[config.mk]
export PLATFORM = sky130hd
export DESIGN_NAME = bfs_spill_ctrl
export DESIGN_NICKNAME = d
export VERILOG_FILES = /design/src/rtl/bfs_pkg.sv /design/src/rtl/bfs_spill_ctrl.sv
export SDC_FILE = /design/constraint.sdc
export NUM_CORES = 1
export LEC_CHECK = 0
export CELL_PAD_IN_SITES_DETAIL_PLACEMENT = 1
export CELL_PAD_IN_SITES_GLOBAL_PLACEMENT = 2
export CORE_MARGIN = 2
export CORE_UTILIZATION = 28
export CTS_BUF_LIST = sky130_fd_sc_hd__clkbuf_4 sky130_fd_sc_hd__clkbuf_8 sky130_fd_sc_hd__clkbuf_16
export DETAILED_ROUTE_END_ITERATION = 12
export PLACE_DENSITY = 0.88
export SLEW_MARGIN = 0
export SYNTH_ARGS = -nofsm -noshare
export SYNTH_HDL_FRONTEND = slang
export SYNTH_SLANG_ARGS = --single-unit
[constraint.sdc]
create_clock -name clk -period 7.2 [get_ports clk]
set_clock_uncertainty 0.2 [all_clocks]
set_input_delay 1.44 -clock clk [delete_from_list [all_inputs] [get_ports clk]]
set_output_delay 1.44 -clock clk [all_outputs]
set_load 0.005 [all_outputs]
[src/rtl/bfs_pkg.sv]
// Shared types and constants for the BFS queue spill/refill controller.
package bfs_pkg;

  localparam int unsigned BFS_WORD_W     = 32;
  localparam int unsigned BFS_WORD_BYTES = 4;

  // Controller states: one memory transaction in flight at most.
  typedef enum logic [2:0] {
    ST_IDLE    = 3'd0,
    ST_WR_REQ  = 3'd1,
    ST_RD_REQ  = 3'd2,
    ST_RD_WAIT = 3'd3,
    ST_RD_PUSH = 3'd4
  } bfs_state_e;

endpackage

[src/rtl/bfs_spill_ctrl.sv]
// Spills out-queue entries into a memory ring and refills the in-queue from it,
// preserving FIFO order. Refill takes priority over spill whenever both can run.
module bfs_spill_ctrl
  import bfs_pkg::*;
#(
  parameter int unsigned SPILL_DEPTH = 1024,
  parameter int unsigned ADDR_W      = 32,
  localparam int unsigned PTR_W      = $clog2(SPILL_DEPTH),
  localparam int unsigned CNT_W      = PTR_W + 1
) (
  input  logic                  clk,
  input  logic                  bfs_rst_n,
  input  logic [ADDR_W-1:0]     base_addr,
  input  logic                  outq_empty,
  input  logic [BFS_WORD_W-1:0] outq_data,
  output logic                  outq_deq,
  input  logic                  inq_full,
  output logic                  inq_enq,
  output logic [BFS_WORD_W-1:0] inq_data,
  output logic                  mem_req,
  output logic                  mem_we,
  output logic [ADDR_W-1:0]     mem_addr,
  output logic [BFS_WORD_W-1:0] mem_wdata,
  input  logic                  mem_gnt,
  input  logic                  mem_rvalid,
  input  logic [BFS_WORD_W-1:0] mem_rdata,
  output logic [CNT_W-1:0]      spill_count,
  output logic                  idle
);

  localparam int unsigned ADDR_SHIFT = $clog2(BFS_WORD_BYTES);

  bfs_state_e            r_state;
  logic [PTR_W-1:0]      r_wr_ptr;
  logic [PTR_W-1:0]      r_rd_ptr;
  logic [CNT_W-1:0]      r_count;
  logic [BFS_WORD_W-1:0] r_wdata;
  logic [BFS_WORD_W-1:0] r_inq_data;

  logic                  w_can_rd;
  logic                  w_can_wr;
  logic [PTR_W-1:0]      w_ptr;

  // Eligibility of a refill or a spill while idle.
  assign w_can_rd = (r_count != '0) && !inq_full;
  assign w_can_wr = !outq_empty && (r_count != CNT_W'(SPILL_DEPTH));

  // Address source: write pointer during a write, read pointer otherwise.
  assign w_ptr    = (r_state == ST_WR_REQ) ? r_wr_ptr : r_rd_ptr;
  assign mem_addr = base_addr + (ADDR_W'(w_ptr) << ADDR_SHIFT);

  // Handshake outputs decoded from the state register; dequeue follows the grant.
  assign mem_req     = (r_state == ST_WR_REQ) || (r_state == ST_RD_REQ);
  assign mem_we      = (r_state == ST_WR_REQ);
  assign outq_deq    = (r_state == ST_WR_REQ) && mem_gnt;
  assign inq_enq     = (r_state == ST_RD_PUSH);
  assign idle        = (r_state == ST_IDLE);
  assign mem_wdata   = r_wdata;
  assign inq_data    = r_inq_data;
  assign spill_count = r_count;

  // FSM with ring pointers, occupancy count and data registers.
  always_ff @(posedge clk or negedge bfs_rst_n) begin
    if (!bfs_rst_n) begin
      r_state    <= ST_IDLE;
      r_wr_ptr   <= '0;
      r_rd_ptr   <= '0;
      r_count    <= '0;
      r_wdata    <= '0;
      r_inq_data <= '0;
    end else begin
      case (r_state)
        ST_IDLE: begin
          if (w_can_rd) begin
            r_state <= ST_RD_REQ;
          end else if (w_can_wr) begin
            r_wdata <= outq_data;
            r_state <= ST_WR_REQ;
          end
        end
        ST_WR_REQ: begin
          if (mem_gnt) begin
            r_wr_ptr <= r_wr_ptr + PTR_W'(1);
            r_count  <= r_count + CNT_W'(1);
            r_state  <= ST_IDLE;
          end
        end
        ST_RD_REQ: begin
          if (mem_gnt) begin
            r_state <= ST_RD_WAIT;
          end
        end
        ST_RD_WAIT: begin
          if (mem_rvalid) begin
            r_inq_data <= mem_rdata;
            r_rd_ptr   <= r_rd_ptr + PTR_W'(1);
            r_count    <= r_count - CNT_W'(1);
            r_state    <= ST_RD_PUSH;
          end
        end
        ST_RD_PUSH: begin
          r_state <= ST_IDLE;
        end
        default: begin
          r_state <= ST_IDLE;
        end
      endcase
    end
  end

endmodule

Word-level counts from Yosys, hierarchy flattened --
Cells that the tools add are included.
Storage, ports and cells: input port bits 102, register bits 98, output and inout bits 112
Cells by class: multiplexer cells 10, bitwise gates (word level) 1, equal/unequal tests 9, $add $sub $neg 5, reduce and logical (&&, ||, !) cells 14
Operators by type and width (number):
- $add A32 B12 Y32 | 1
- $mux W11 | 2
- $pmux W11 S2 | 1
- $add A10 B1 Y10 const B | 2
- $mux W3 | 5
- $pmux W3 S4 | 1
- $add A11 B1 Y11 const B | 1
- $ne A11 B11 Y1 const B | 1
- $reduce_bool A11 Y1 | 1
- $sub A11 B1 Y11 const B | 1
- $mux W10 | 1
- $eq A3 B2 Y1 const B | 2
- $reduce_and A3 Y1 | 2
- $ne A2 B2 Y1 const B | 2
- $reduce_and A2 Y1 | 2
- $reduce_and A4 Y1 | 1
- $eq A3 B1 Y1 const B | 1
- $eq A3 B3 Y1 const B | 1
- $logic_and A1 B1 Y1 | 3
- $logic_not A3 Y1 | 1
- $ne A3 B1 Y1 const B | 1
- $logic_not A1 Y1 | 2
- $ne A2 B1 Y1 const B | 1
- $reduce_bool A2 Y1 | 1
- other kinds (2) | 2

Depth between registers and ports, before layout --
depth in word-level cells 5, depth in mapped cells 12, depth with buffers taken out 10

Worst setup path before layout --
OpenSTA, ideal clock, no wires.
path kind input to output, from input base_addr[2], to output mem_addr[16], data arrival time 3.236 ns, slack 2.324 ns, stages 8, data required time 5.560 ns, cell sequence ha_1 > fa_1 > a21o_1 > a2111oi_2 > o21ai_1 > a21oi_1 > nand2b_1 > xnor2_1
On the way: longest elaborated chain between the ends 1
Ends and longest elaborated chain:
- start: declaration | line bfs_spill_ctrl.sv:13 | input logic [ADDR_W-1:0] base_addr,
- $add A32 B12 Y32 | line bfs_spill_ctrl.sv:50 | assign mem_addr = base_addr + (ADDR_W'(w_ptr) << ADDR_SHIFT);
- end: declaration | line bfs_spill_ctrl.sv:22 | output logic [ADDR_W-1:0] mem_addr,
No other way between the ends.

Final worst setup path --
from input base_addr[2], to output mem_addr[18]
The elaborated chain is that of the path after synthesis.

==> impl_metrics.tcl <==
set metrics [dict create \
    report.final.hold_viol_count 0 \
    drc_errors 0 \
    cts_resized 0 \
    p_total_mw 2.92 \
    irDropWorstVdd_v 0.000194 \
    clock_latency_ns 0.35 \
    fin_area_um2 7930 \
    finalMaxSlewViolations 0 \
    slew_headroom_pct 22.3 \
    cp-start-kind "input port" \
    yosysUniqueCellTypes 53 \
    critical_path_peak_fanout 5 \
    final_antenna_net_count 0 \
    ys_seq_elements 98 \
    grt_use_total_pct 16.2 \
    drt_pass1_iterations 4 \
    grt_pass1_vias 4902 \
    cap_viol_max_count 0 \
    clk_pin_slew_ns 0.07 \
    layout_common_cells "clkdlybuf4s50_1, nand2_1, dfrtp_1, xnor2_1, mux2_4" \
    cts_sinks 98 \
    grt-ovfl-total 0 \
    critPathArrivalTime_ns 4.52 \
    yosysTopAreaCellShare_pct 45.9 \
    hold_buffers 0 \
    synth-edff-count 0 \
    num-fill-cells 2045 \
    power_density_nw_per_um2 368 \
    area_growth_pct 48.3 \
    drive_above_1_share_pct 10.4 \
    fp.coreArea_um2 18700 \
    timing.setup.tns_ns 0 \
    synth_cells 516 \
    portBuffers 209 \
    setup_viol 0 \
    reg2reg_depth 8 \
    leakage_nw 3.60 \
    rows 50 \
    grt_pass1_wl_mm 25.9 \
    rsz0062_at_grt "false" \
    vias_per_cell 4.76 \
    cts_made_buffers 9 \
    routedWlPerCell_um 16.9 \
    routed_wl_mm 16.1 \
    cts_setup_buffers 0 \
    grt_max_degree 60 \
    antenna_cells 0 \
    yosysWarnings 0 \
    crit_path_end_kind "primary output" \
    final_common_cell "clkdlybuf4s50_1" \
    dr_total_vias 4560 \
    cts_max_path_buffers 2 \
    holdPathStages 1 \
    fin_util_pct 42.4 \
    finalNonFillerCells 958 \
    status "complete, no violations" \
    max_freq_mhz 162 \
    io_pins 214 \
    finalCriticalPeriod_ns 6.16 \
    dieHeight_um 142 \
    place_hpwl_mm 12.4 \
    min_path_type "flop to flop" \
    die-area_um2 20200 \
    syn_nets 641 \
    htreeDepth 3 \
    dp_slack_ns 1.02 \
    dieWidth_um 142 \
    place_congestion 0.818 \
    syn_area_per_cell_um2 10.4 \
    timing.final.ws_setup_ns 1.04 \
    hold_slack_ns 0.278 \
    ys.flop_type "dfrtp_1" \
    finalCritPeriodShare_pct 85.6 \
    antenna_found_initial 0 \
    crit_type "input port to primary output" \
    start_util_pct 28.6 \
    nNetsFinal 844 \
    place_inst 942 \
    synth_area_um2 5350 \
    required_ns 5.56 \
    clock-root-buffer "clkbuf_16" \
    drt_iter0_markers 134 \
    async_flop_share_pct 100 \
    netlist_top_cells_area "dfrtp_1, nand2_1, mux2_4" \
    ys_seq_area_share_pct 45.9 \
    cts_tree "done" \
    yosysTopAreaCell "dfrtp_1" \
    placed_cell_area_um2 7620 \
    tightest_slew_ns 1.16 \
]
==> where the power goes <==
| group | total (mW) | switching, mW | internal, mW |
|---|---|---|---|
| Clock | 0.504 | 0.221 | 0.282 |
| Combinational | 1.45 | 0.576 | 0.870 |
| Sequential | 0.965 | 0.184 | 0.781 |
==> flip-flops by register name (all words and copies together) (netlist names) <==
register	flops
r_state	3
r_rd_ptr	10
inq_data	32
mem_wdata	32
spill_count	11
r_wr_ptr	10
==> synth_stat cells (3+ instances only) <==
library cell,count
nor3_1,3
a211oi_1,4
nand2_1,125
mux2_2,14
nor2_1,19
nand2b_1,4
inv_1,6
nand3_1,14
buf_2,6
xnor2_1,38
a21o_1,5
ha_1,21
dfrtp_1,98
nand4_1,12
o21a_1,5
buf_6,4
and2_1,4
o21ai_0,12
and3_1,9
nor2b_1,3
o21bai_1,3
buf_4,4
xor2_1,18
mux2_4,29
nor4_1,4
a21oi_1,17
clkbuf_1,4
==> metal layers <==
metal	vias to the layer above	GRT usage, %	wire (um)
li1	2165	-	-
met1	2257	19.9	6830
met2	122	28.5	8280
met3	16	3.53	822
met4	0	4.53	219
met5	-	0	0
==> critical path, stage by stage <==
cell and delay [ns]:
clkdlybuf4s50_1 0.41, ha_1 0.24, fa_1 0.42, a21o_1 0.24, a2111oi_2 0.32, o21ai_1 0.17, a21oi_1 0.43, nand2b_1 0.20
xnor2_1 0.12, clkdlybuf4s50_1 0.52
==> area by class of cell <==
cell class              count  area [um^2]  share of cell area [%]
flip-flops and latches     98         2450                    30.9
clock buffers              10          239                    3.01
repair buffers            211         2100                    26.5
inverters                   8         30.0                   0.379
well taps                 234          293                    3.69
clock inverters             6         71.3                   0.899
multi-input cells         391         2740                    34.5
==> logic make-up (layout without fill, tap and decap cells) <==
logic type	after synthesis	after routing	synth area share, %
buf+inv	27	235	2.88
compound gates	60	60	7.37
mux	44	44	11.3
fa+ha+maj	23	23	5.66
simple gates	208	208	17.7
xor+xnor	56	56	9.18
flops	98	98	45.9
==> final timing paths <==
kind | slack [ns] | to | start
max in group asynchronous | 4.77 | inq_data[4] | bfs_rst_n
min reg2reg | 0.28 | r_rd_ptr[9] | r_rd_ptr[9]
max reg2reg | 3.70 | spill_count[10] | r_state[1]
min | 0.28 | r_rd_ptr[9] | r_rd_ptr[9]
max | 1.04 | mem_addr[18] | base_addr[2]
min in group asynchronous | 0.85 | spill_count[3] | bfs_rst_n
No activity file was read; power rests on OpenSTA's default activity.
==> RTL edit (same flow settings) <==
The package constant `BFS_WORD_BYTES` goes from 4 to 2.
--- a/src/rtl/bfs_pkg.sv
+++ b/src/rtl/bfs_pkg.sv
@@ -4,3 +4,3 @@
   localparam int unsigned BFS_WORD_W     = 32;
-  localparam int unsigned BFS_WORD_BYTES = 4;
+  localparam int unsigned BFS_WORD_BYTES = 2;
 
Function: changed (a bounded check fails within 4 cycles, from zero or initial values and one cycle with bfs_rst_n low).
==> RTL edit against the original RTL <==
- wire length up 3.8%
- critical path depth unchanged
- setup slack improved by 0.0046 ns
- sequential cell count unchanged
- cell area up 3.7%
- area after synthesis up 3.4%
- synthesized cell count increased by 8.3%
- register-to-register slack better by 0.21 ns
- clock power is 2% lower
- sequential share of layout area decreased by 1.1 points
- power up 2.7%
- via count grew 7.3%
- fmax hardly changed
==> RTL edit: results <==
[cts]
path_clk_slew_ns = 0.07
cts_setup_buffers = 0
cts.htree.levels = 3
cts_buffer_depth = 2
cts_resized = 0
clock_latency_ns = 0.35
root_buffer = clkbuf_16
cts_buffers = 9

[layout]
nNetsFinal = 892
diodes = 0
drive_above_1_share_pct = 9.585

[synth]
synthTopCellsByCount = 136 x nand2_1, 98 x dfrtp_1, 32 x a21oi_1, 30 x mux2_4, 27 x xnor2_1
syn-num-nets = 684
synth_area_leaders = dfrtp_1 44%, nand2_1 9.2%, mux2_4 8.2%, ha_1 4.8%, xnor2_1 4.3%
seq_area_frac_synth_pct = 44.38
synth_flop_cell = dfrtp_1
synth.distinct_cells = 55
synth_top_area_share_pct = 44.38
yosysWarnings = 0
async_reset_ff_share_pct = 100.0

[place]
dpl_cell_area_sq_um = 7915
io_buffers = 211
hpwl_um = 12850
dp_slack_ns = 1.035
gp_congestion = 0.7461

[setup_path]
crit_slowest_cell = a2111oi_0
max_stage_delay_ns = 0.60
crit_arrival_ns = 4.52
worstPathMaxFanout = 11
path_delay_family = compound AO/OA/AOI/OAI gates

[pwr]
max-vdd-ir-drop_mv = 0.1430
leakagePower_nw = 3.662
switchingPower_mw = 1.059

[run_status]
status = completed

[drt]
vias = 4895
drt_pass1_iterations = 4
drt_iter0_markers = 146
wl_um = 16750

[global_routing]
grt_pass1_wl_um = 26480
antenna_found_initial = 0
grt_use_total_pct = 16.14
grt_pass1_vias = 4983
grt_max_degree = 63

[sta]
relSlewSlack_pct = 28.28

[min_path]
worstHoldPathType = register to register
-- RTL edit: cells by family after synthesis --
family,share of synthesized area [%]
compound gates,9.534
xor+xnor,8.243
fa+ha+maj,5.480
buf+inv,2.989
flops,44.38
mux,10.98
simple gates,18.39
-- RTL edit: power by group through the flow --
stage	combinational, mW	clock, mW	sequential, mW
global route	1.70	0.533	0.997
finish	1.54	0.492	0.963
detailed placement	1.56	0	0.978
CTS	1.57	0.510	0.967
floorplan	0.772	0	0.945
global placement	1.53	0	0.959
-- RTL edit: through the flow --
stage	cells	total power, mW
after floorplan	559	1.717
after global placement	1021	2.485
after detailed placement	1021	2.534
after CTS	1037	3.044
after global routing	1037	3.234
final	1037	2.995
-- RTL edit: path summary, 6_finish.rpt --
kind                       slack (ns)             end  cells past startpoint            from
max reg2reg                      3.91   mem_wdata[20]                      5  spill_count[7]
max                              1.04    mem_addr[21]                     10    base_addr[1]
min reg2reg                      0.27     r_wr_ptr[9]                      1     r_wr_ptr[9]
min                              0.27     r_wr_ptr[9]                      1     r_wr_ptr[9]
max in group asynchronous        4.76    inq_data[16]                      2       bfs_rst_n
min in group asynchronous        0.84  spill_count[3]                      1       bfs_rst_n
-- RTL edit: layout make-up --
cell class              instances  area [sq um]
clock buffers                   9         225.2
clock inverters                 7         81.33
fillers                      2225         11180
inverters                      17         63.81
multi-input cells             424          2913
flip-flops and latches         98          2452
well taps                     265         331.6
repair buffers                217          2155
-- RTL edit: per-layer routing --
layer	part of all wire (%)	global-route usage, %	vias to the layer above
met3	8.2	4.536	14
met1	44	20.09	2376
met4	1.3	5.008	0
met5	0	0	-
met2	47	27.16	158
li1	-	-	2347
